`src/rtl/dac_seq.sv`:
```
// Two-segment (up/down) DAC waveform sequencer: plays samples from two small
// memories at a programmable tick rate, single-pass or continuous.
module dac_seq #(
  parameter int unsigned DATA_W = 8,
  parameter int unsigned DEPTH  = 16,
  parameter int unsigned DIV_W  = 16
) (
  input  logic                         clk,
  input  logic                         rst_n,
  input  logic [DIV_W-1:0]             divider,
  input  logic                         en,
  input  logic                         continuous,
  input  logic [$clog2(DEPTH+1)-1:0]   up_len,
  input  logic [$clog2(DEPTH+1)-1:0]   down_len,
  input  logic [DATA_W-1:0]            idle,
  input  logic                         wr_en,
  input  logic                         wr_sel,
  input  logic [$clog2(DEPTH)-1:0]     wr_addr,
  input  logic [DATA_W-1:0]            wr_data,
  output logic [DATA_W-1:0]            out,
  output logic                         busy,
  output logic                         seg,
  output logic                         done,
  output logic [$clog2(DEPTH)-1:0]     idx
);

  localparam int unsigned AW = $clog2(DEPTH);
  localparam int unsigned LW = $clog2(DEPTH + 1);

  localparam logic [1:0] S_IDLE = 2'd0;
  localparam logic [1:0] S_UP   = 2'd1;
  localparam logic [1:0] S_DOWN = 2'd2;

  logic [DATA_W-1:0] up_mem [DEPTH];
  logic [DATA_W-1:0] dn_mem [DEPTH];

  logic [1:0]        state_q, state_d;
  logic [DATA_W-1:0] out_q, out_d;
  logic [AW-1:0]     idx_q, idx_d;
  logic [DIV_W-1:0]  cnt_q, cnt_d;
  logic [LW-1:0]     ul_q, ul_d, dl_q, dl_d;
  logic              done_q, done_d;
  logic              busy_q, busy_d;
  logic              seg_q, seg_d;

  logic [LW-1:0]     ul_c, dl_c, seg_len_c;
  logic              tick_c, last_c;

  // Sample memories: unreset, writable at any time
  always_ff @(posedge clk) begin
    if (wr_en) begin
      if (wr_sel) dn_mem[wr_addr] <= wr_data;
      else        up_mem[wr_addr] <= wr_data;
    end
  end

  assign ul_c      = (up_len   > LW'(DEPTH)) ? LW'(DEPTH) : up_len;
  assign dl_c      = (down_len > LW'(DEPTH)) ? LW'(DEPTH) : down_len;
  assign tick_c    = (state_q != S_IDLE) && (cnt_q == divider);
  assign seg_len_c = (state_q == S_DOWN) ? dl_q : ul_q;
  assign last_c    = (LW'(idx_q) == (seg_len_c - LW'(1)));

  always_comb begin
    state_d = state_q;
    out_d   = out_q;
    idx_d   = idx_q;
    cnt_d   = cnt_q;
    ul_d    = ul_q;
    dl_d    = dl_q;
    done_d  = 1'b0;
    case (state_q)
      S_IDLE: begin
        out_d = idle;
        idx_d = '0;
        cnt_d = '0;
        if (en && ((ul_c != '0) || (dl_c != '0))) begin
          ul_d = ul_c;
          dl_d = dl_c;
          if (ul_c != '0) begin
            state_d = S_UP;
            out_d   = up_mem[AW'(0)];
          end else begin
            state_d = S_DOWN;
            out_d   = dn_mem[AW'(0)];
          end
        end
      end
      S_UP, S_DOWN: begin
        // en has priority over a coincident tick
        if (!en) begin
          state_d = S_IDLE;
          out_d   = idle;
          idx_d   = '0;
          cnt_d   = '0;
        end else if (!tick_c) begin
          cnt_d = cnt_q + DIV_W'(1);
        end else begin
          cnt_d = '0;
          if (!last_c) begin
            idx_d = idx_q + AW'(1);
            out_d = (state_q == S_DOWN) ? dn_mem[idx_d] : up_mem[idx_d];
          end else if ((state_q == S_UP) && (dl_q != '0)) begin
            state_d = S_DOWN;
            idx_d   = '0;
            out_d   = dn_mem[AW'(0)];
          end else if (continuous) begin
            idx_d = '0;
            if (ul_q != '0) begin
              state_d = S_UP;
              out_d   = up_mem[AW'(0)];
            end else begin
              state_d = S_DOWN;
              out_d   = dn_mem[AW'(0)];
            end
          end else begin
            state_d = S_IDLE;
            out_d   = idle;
            idx_d   = '0;
            done_d  = 1'b1;
          end
        end
      end
      default: begin
        state_d = S_IDLE;
        out_d   = idle;
        idx_d   = '0;
        cnt_d   = '0;
      end
    endcase
    busy_d = (state_d != S_IDLE);
    seg_d  = (state_d == S_DOWN);
  end

  always_ff @(posedge clk or negedge rst_n) begin
    if (!rst_n) begin
      state_q <= S_IDLE;
      out_q   <= '0;
      idx_q   <= '0;
      cnt_q   <= '0;
      ul_q    <= '0;
      dl_q    <= '0;
      done_q  <= 1'b0;
      busy_q  <= 1'b0;
      seg_q   <= 1'b0;
    end else begin
      state_q <= state_d;
      out_q   <= out_d;
      idx_q   <= idx_d;
      cnt_q   <= cnt_d;
      ul_q    <= ul_d;
      dl_q    <= dl_d;
      done_q  <= done_d;
      busy_q  <= busy_d;
      seg_q   <= seg_d;
    end
  end

  assign out  = out_q;
  assign busy = busy_q;
  assign seg  = seg_q;
  assign done = done_q;
  assign idx  = idx_q;

endmodule

```
`config.mk`:
```
export PLATFORM = sky130hd
export DESIGN_NAME = dac_seq
export DESIGN_NICKNAME = d
export VERILOG_FILES = /design/src/rtl/dac_seq.sv
export SDC_FILE = /design/constraint.sdc
export NUM_CORES = 1
export LEC_CHECK = 0
export ABC_AREA = 1
export CAP_MARGIN = 25
export CORE_MARGIN = 1
export CORE_UTILIZATION = 56
export CTS_BUF_LIST = sky130_fd_sc_hd__clkbuf_4 sky130_fd_sc_hd__clkbuf_8
export DETAILED_ROUTE_END_ITERATION = 10
export GPL_TIMING_DRIVEN = 0
export PLACE_DENSITY_LB_ADDON = 0.2
export SYNTH_ARGS = -nofsm -noshare
export SYNTH_HDL_FRONTEND = slang
export SYNTH_SLANG_ARGS = --single-unit
export TNS_END_PERCENT = 30
```
`constraint.sdc`:
```
create_clock -name clk -period 1.9 [get_ports clk]
set_input_delay 0.38 -clock clk [delete_from_list [all_inputs] [get_ports clk]]
set_output_delay 0.38 -clock clk [all_outputs]
set_load 0.03 [all_outputs]
```
[Word-level counts from Yosys, hierarchy flattened]
Memory sizes are Yosys's and may differ from the RTL's.
Cells that the tools add are included.
Storage, ports and cells
  register bits after elaboration: 43
  memories kept: 2
  output and inout bits: 15
  RAM bits: 256
Operators by class
  equal/unequal tests: 6
  magnitude comparators: 2
  reductions and logical operators: 13
  add/sub/neg operators: 3
  muxes and demuxes: 41
Memory list
  dn_mem: depth 16, width 8, rd ports 2, clocked after memory_dff 0, wr ports 1, RTL line 35  | logic [DATA_W-1:0] dn_mem [DEPTH];
  up_mem: depth 16, width 8, rd ports 2, clocked after memory_dff 0, wr ports 1, RTL line 34  | logic [DATA_W-1:0] up_mem [DEPTH];
Operators by type and width (count)
  8-bit two-way mux: 9
  16-bit two-way mux: 3
  5-bit nonzero test: 4
  16-bit by 1-bit adder with 16-bit output (second input constant): 1
  16-bit == test: 1
  2-bit two-way mux: 8
  4-bit two-way mux: 4
  8-bit case mux with 2 select lines: 1
  5-bit two-way mux: 3
  1-bit two-way mux: 12
  5-bit greater-than comparator (second input constant): 2
  4-bit by 5-bit == test with 1-bit output: 1
  5-bit by 1-bit subtractor with 5-bit output (second input constant): 1
  4-bit by 1-bit adder with 4-bit output (second input constant): 1
  2-bit == test (second input constant): 2
  2-bit case mux with 2 select lines: 1
  2-bit nonzero test: 2
  1-bit logical AND: 3
  3-bit != test (second input constant): 1
  2-bit by 1-bit == test with 1-bit output (second input constant): 1
  2-bit logical NOT: 1
  2-bit AND reduction: 1
  2-bit OR reduction: 1
  1-bit logical OR: 1

[Depth between registers and ports, before layout]
Gate-level depths: netlist of run 1.
  depth in word-level cells: 9
  depth in mapped cells: 20

[Worst setup path before layout of run 1]
OpenSTA, ideal clock, no wires.
  path kind: register to register
  start: reg idx_q[1], in the netlist idx[1]
  end: reg out_q[0], in the netlist out[0]
  clock period less this slack: 2138 ps
  setup time: 117 ps
  arrival time: 2021 ps
  setup slack: -238 ps
  stages on the path, launching flop included: 16
  buffers on the path: 2
  data required time: 1783 ps
  cells stage by stage: dfrtp_1 -> ha_1 -> inv_1 -> clkbuf_1 -> buf_2 -> nand3_1 -> nand3_1 -> nand3_1 -> nand3_1 -> nand2_1 -> nand2_1 -> nand3_1 -> nand2_1 -> nand2_1 -> nand2_1 -> nand2_1
On the way
  word-level cells in the longest chain between the ends: 7
RTL lines
  start, declared: RTL line 39  | logic [AW-1:0] idx_q, idx_d;
  start signal, assigned: RTL line 148  | idx_q <= idx_d;
  4-bit by 1-bit adder with 4-bit output: RTL line 100  | idx_d = idx_q + AW'(1);
  memory read 16 x 8 bit, on equally long branches
  8-bit two-way mux: RTL line 101  | out_d = (state_q == S_DOWN) ? dn_mem[idx_d] : up_mem[idx_d];
  8-bit two-way mux *: RTL line 99  | if (!last_c) begin
  8-bit two-way mux *: RTL line 95  | end else if (!tick_c) begin
  8-bit two-way mux *: RTL line 90  | if (!en) begin
  8-bit case mux with 2 select lines *: RTL line 71  | case (state_q)
  end signal, assigned: RTL line 147  | out_q <= out_d;
  end, declared: RTL line 38  | logic [DATA_W-1:0] out_q, out_d;
Every way passes the cells marked *; elsewhere a longest branch is shown, timed or not. The select of a mux whose other input is x is not followed.
A chain may end at the register's enable or synchronous reset.

[Worst setup path after layout of run 1]
  start: reg idx_q[1], in the netlist idx[1]
  end: reg out_q[2], in the netlist out[2]
The elaborated chain is that of the path after synthesis.

==> impl_metrics.ini, run 1 <==
[status]
outcome = finished, violations left
violations = setup timing

[sta]
finalMaxSlewViolations = 0
slew_headroom_pct = 41.7
finalSetupViolCount = 55
rsz0062_at_grt = true
hold_violations = 0
setup_ws_ns = -0.299
max_freq_ghz = 0.455
worst_pin_slew_ns = 0.872
skew_ns = 0.0197
finalCriticalPeriod_ns = 2.20
fin_crit_sh_pct = 116

[power_and_ir_drop]
power_leakage_uw = 0.00681
peakVddDrop_mv = 0.777
p_per_area_nw_per_um2 = 926

[die]
die_w_um = 158
rows = 56
die-area_um2 = 24900
start_util_pct = 57.5
core_um2 = 23700
dieHeight_um = 158
io_pins = 67

[job]
drv_cap = 0

[synth]
ys_seq_area_share_pct = 64.4
synth_nets = 1439
syn_area_um2 = 13600
syn_avg_cell_area_um2 = 9.86
postSynthCellCount = 1381
yosys_warnings = 0
synth.distinct_cells = 36
synth_seq_cells = 299

[setup_path]
critPathCaptureType = flip-flop
critPathRequiredTime_ns = 2.38
cpLargestDelayFamily = simple AND/OR/NAND/NOR gates
cp_common_cell = nand2_1
rr_startpoint = idx[1]
critPathArrivalTime_ns = 2.68
crit_path_start_kind = flip-flop
path_cells = ha_4 > inv_4 > clkbuf_16 > clkbuf_16 > nand3_1 > nand3_2 > nand3_4 > nand3_2 > nand2_2 > nand2_2 > nand3_2 > nand2_1 > nand2_1 > nand2_1 > nand2_1
crit_path_start = idx[1]
path_buf_inv = 3
worst_path_largest_cell_delay_ns = 0.44
cp_slowest_cell = dfrtp_2
crit_fanout = 7
critPathKind = flip-flop to flip-flop

[finish]
syn_to_final_growth_pct = 29.0
fin_nets = 1605
layout_commonest_cell = nand2_1
final_cell_mix = 412 x nand2_1, 256 x edfxtp_1, 192 x nand3_1, 67 x nand3_2, 59 x nor2_1
fin_util_pct = 74.1
drive_gt1_share_pct = 25.0
diodes = 0

[placed_design]
pre_cts_ws_ns = -0.761
dp_hpwl_um = 25100
place.gp.congestion = 0.948
numPortBuffers = 66

[drt]
drt-total-wl_um = 39600
vias = 11112
drc_errors = 0
wl_per_cell_um = 20.9
viasPerCell = 5.85
drt_iter0_markers = 1307
drtPass1Iterations = 8
detail-route-antenna-nets = 0

[global_routing]
grt_pass1_vias = 10472
grt-ovfl-total = 0
grt_pass1_wl_um = 56200
antenna_found_initial = 0
grt_max_degree = 38
grt_usage_pct = 30.7

[clock_tree]
path_clk_slew_ns = 0.06
cts.sinks = 299
clkLatencyLatePin_ns = 0.59
cts_buffers = 50
cts_root_buf = clkbuf_8
htreeDepth = 2
tritoncts = done
clockBufferDepth = 3

[hold_path]
hp-class = input port to asynchronous set/reset pin
cells by family after synthesis:
| kind of cell | share of synthesized area, % |
|---|---|
| AND/OR/NAND/NOR | 26.3 |
| adder cells (fa/ha/maj) | 0.552 |
| flip-flops | 64.4 |
| AO/OA/AOI/OAI | 3.14 |
| XOR/XNOR | 0.947 |
| buffers and inverters | 4.63 |
worst reg2reg max path, delay by kind of cell (launching register included):
family / cells / cell delay [ns]
adders and majority gates: 1 / 0.28
buffers and inverters: 3 / 0.45
DFF: 1 / 0.44
and+or+nand+nor: 11 / 0.97
registers in the layout (all words and copies together) (netlist names):
| register | flops |
|---|---|
| busy | 1 |
| out | 8 |
| dl_q | 5 |
| up_mem | 128 |
| seg | 1 |
| done | 1 |
| state_q | 2 |
| cnt_q | 16 |
| dn_mem | 128 |
| idx | 4 |
| ul_q | 5 |
synthesized netlist by cell type, drive strengths merged:
cell,count,area (µm²)
o21ai,33,165
edfxtp,256,7690
xor2,6,67.6
o22ai,6,37.5
nor3,7,40.0
nor3b,2,15.0
ha,6,75.1
nor2,85,342
a21oi,42,218
or2,2,12.5
o211ai,1,7.51
nor4,1,6.26
inv,79,302
nand3b,6,45.0
clkbuf,17,63.8
nand3,271,1370
dfrtp,43,1080
nand4,6,37.5
xnor2,7,61.3
nand2,455,1720
buf,47,254
clkinv,3,11.3
metrics by stage:
stage,setup TNS [ns],instances,hold slack (ns),power [µW],cell area (µm²)
detailed placement,-143.06,1773,0.239,10100,14900
global placement,-253.54,1766,0.464,9980,14700
global route,-9.96,1901,0.233,16800,17600
finish,-5.00,1901,0.180,16200,17600
floorplan,-0.618,1381,0.0844,9170,13700
CTS,-2.65,1880,0.162,15700,16700
per-layer routing:
layer	vias up	global-route usage, %	share of wire [%]	wire length, µm
li1	5054	-	-	-
met1	5275	39.4	38	15200
met2	645	50.8	48	19000
met3	138	5.86	9.0	3580
met4	0	13.9	4.6	1830
met5	-	0	0	0
worst paths after layout:
check | end | slack, ns | cells after the start
setup / recovery | out[2] | -0.30 | 15
hold / removal | dl_q[3] | 0.18 | 2
setup reg to reg | out[2] | -0.30 | 15
max in group asynchronous | idx[1] | 1.26 | 3
hold reg to reg | out[1] | 0.49 | 2
min in group clk | dl_q[1] | 0.40 | 3
where the power goes:
part	total (µW)	leakage [µW]	internal, µW	switching (µW)
combinational	3070	0.00343	1120	1950
sequential	7580	0.00286	7410	167
clock	5590	0.000510	3010	2580
timing repair:
action                                  CTS  global route
endpoints found under the hold margin    43             0
buffers inserted                         16            15
hold buffers                              1             0
pin swaps                                17            52
cloned                                    4             6
endpoints found under the setup margin   92           126
resized for setup                       182           163
layout make-up:
type                       count  area, µm²
sequential                   299       8770
fill                        1623       6130
multi-input combinational    936       5160
timing repair buffer         114       1260
clock buffer                  70        845
buffer                        63        649
tap                          319        399
inverter                      82        329
clock inverter                17        128
timing repair inverter         1       8.76
No activity file was read; power rests on OpenSTA's default activity.
==> run 2: changes to the inputs <==
==> constraint.sdc (replaced) <==
create_clock -name clk -period 1.9 [get_ports clk]
set_input_delay 0.57 -clock clk [delete_from_list [all_inputs] [get_ports clk]]
set_output_delay 0.57 -clock clk [all_outputs]
set_load 0.03 [all_outputs]
==> run 2 against run 1 <==
The flow still finishes with violations (setup timing). Clock-buffer cell count is the same. Sequential share of layout area shrank 0.49 points. Combinational power shrank 3%. Die area is the same. Critical path type unchanged. Clock power is essentially flat. Via count grew 0.55%. Critical endpoint is now out[6]. Highest routed layer unchanged. Global-route usage grew 0.63 points. Maximum frequency shrank 0.45%. Worst setup slack lost 0.010 ns.
==> impl_metrics.ini, run 2 (synthesis gave the netlist of run 1 again) <==
[setup_path]
critPathCaptureType = flip-flop
rr_endpoint = out[6]
rr_startpoint = idx[1]
regToRegSetupSlack_ns = -0.31
r2r_cells = 15
cpLargestDelayFamily = simple AND/OR/NAND/NOR gates
cp_slowest_cell = dfrtp_2
critPathRequiredTime_ns = 2.37
path_cells = ha_4 > inv_4 > clkbuf_16 > clkbuf_16 > nand3_1 > nand3_1 > nand3_1 > nand3_1 > nand2_2 > nand2_2 > nand3_2 > nand2_1 > nand2_1 > nand2_1 > nand2_1
crit_fanout = 8
crit_path_start = idx[1]
path_depth = 15
worst_path_largest_cell_delay_ns = 0.44
critPathKind = flip-flop to flip-flop
critPathArrivalTime_ns = 2.68
endpoint = out[6]
path_buf_inv = 3
crit_path_start_kind = flip-flop

[die]
die-area_um2 = 24900
start_util_pct = 57.5
io_pins = 67
dieHeight_um = 158
core_um2 = 23700
rows = 56
die_w_um = 158

[clock_tree]
htreeDepth = 2
cts.sinks = 299
cts_root_buf = clkbuf_8
clockBufferDepth = 3
tritoncts = done
clkLatencyLatePin_ns = 0.59
cts_buffers = 50
path_clk_slew_ns = 0.07

[finish]
post_layout_nonfiller_instances = 1896
fillCellCount = 1603
fin_nets = 1600
layout_commonest_cell = nand2_1
top_regs = dn_mem (128), up_mem (128), cnt_q (16)
final_cell_mix = 406 x nand2_1, 256 x edfxtp_1, 164 x nand3_1, 92 x nand3_2, 57 x inv_1
drive_gt1_share_pct = 28.0
fin_util_pct = 74.9
syn_to_final_growth_pct = 30.3
diodes = 0

[placed_design]
pre_cts_ws_ns = -0.924
placed_cells = 1773
dp_hpwl_um = 25100
place.gp.congestion = 0.948
numPortBuffers = 66

[power_and_ir_drop]
power_leakage_uw = 0.00679
p_per_area_nw_per_um2 = 912
peakVddDrop_mv = 0.779
power.total_uw = 16200

[sta]
finalMaxSlewViolations = 0
hold_violations = 0
finalSetupViolCount = 124
setup_ws_ns = -0.309
rsz0062_at_grt = true
worst_pin_slew_ns = 0.860
finalCriticalPeriod_ns = 2.21
skew_ns = 0.0151
max_freq_ghz = 0.453
slew_headroom_pct = 42.5
fin_crit_sh_pct = 116
whs_ns = 0.371

[global_routing]
grt_pass1_vias = 10606
grt_max_degree = 38
grt_pass1_wl_um = 57400
grt_usage_pct = 31.3
antenna_found_initial = 0
grt-ovfl-total = 0

[status]
outcome = finished, violations left
violations = setup timing

[drt]
viasPerCell = 5.89
vias = 11173
drt_iter0_markers = 1304
drc_errors = 0
drt-total-wl_um = 39800
drtPass1Iterations = 6
detail-route-antenna-nets = 0
wl_per_cell_um = 21.0

[hold_path]
hp-class = input port to asynchronous set/reset pin

[job]
drv_cap = 0
## run 2: cell count changes in the layout (fill, tap and decap cells not counted), moves of 5 or more
cell           delta
nor2_4            +8
buf_4            -10
nand3_2          +25
nor2_1           -12
dlygate4sd2_1    -10
nand2_2           +7
buf_6             +5
clkbuf_2          +5
nand2_1           -6
nand3_1          -28
## run 2: what timing repair did
action	CTS	global route
endpoints found under the setup margin	228	279
cloned	5	5
buffers inserted	18	9
endpoints found under the hold margin	6	0
pin swaps	45	54
hold buffers	1	0
gates resized for setup	266	168
## run 2: how the worst min path moves through the flow
stage / to / slack (ns) / depth (start not counted)
global placement: out[1] / 0.46 / 2
finish: ul_q[3] / 0.37 / 2
global route: ul_q[1] / 0.43 / 2
floorplan: busy / 0.27 / 0
detailed placement: ul_q[3] / 0.43 / 1
CTS: ul_q[3] / 0.35 / 2
## run 2: area by class of cell
class                           count  area [µm²]  share of cell area (%)
Buffer                             63         704                    3.97
Multi-Input combinational cell    936        5330                    30.1
Clock buffer                       70         845                    4.76
Timing Repair Buffer              110        1220                    6.90
Sequential cell                   299        8770                    49.5
Clock inverter                     17         128                   0.720
Tap cell                          319         399                    2.25
Inverter                           82         329                    1.86
## run 2: metal layers
layer  wire length (µm)  part of all wire [%]  track usage [%]  vias to the layer above
li1                   -                     -                -                     5046
met1              14800                    37             40.0                     5301
met2              19400                    49             53.0                      684
met3               3860                   9.7             5.56                      142
met4               1690                   4.3             12.7                        0
met5                  0                     0                0                        -
## run 2: report_power, final
part | leakage, µW | internal, µW | switching (µW)
clock network | 0.000510 | 3010 | 2580
registers | 0.00286 | 7420 | 174
logic | 0.00342 | 1040 | 1950
## run 2: stage by stage
step | area, µm² | TNS [ns]
floorplan | 13700 | -0.618
global placement | 14700 | -365.49
detailed placement | 14900 | -211.09
CTS | 17000 | -11.91
global route | 17700 | -24.74
finish | 17700 | -13.23
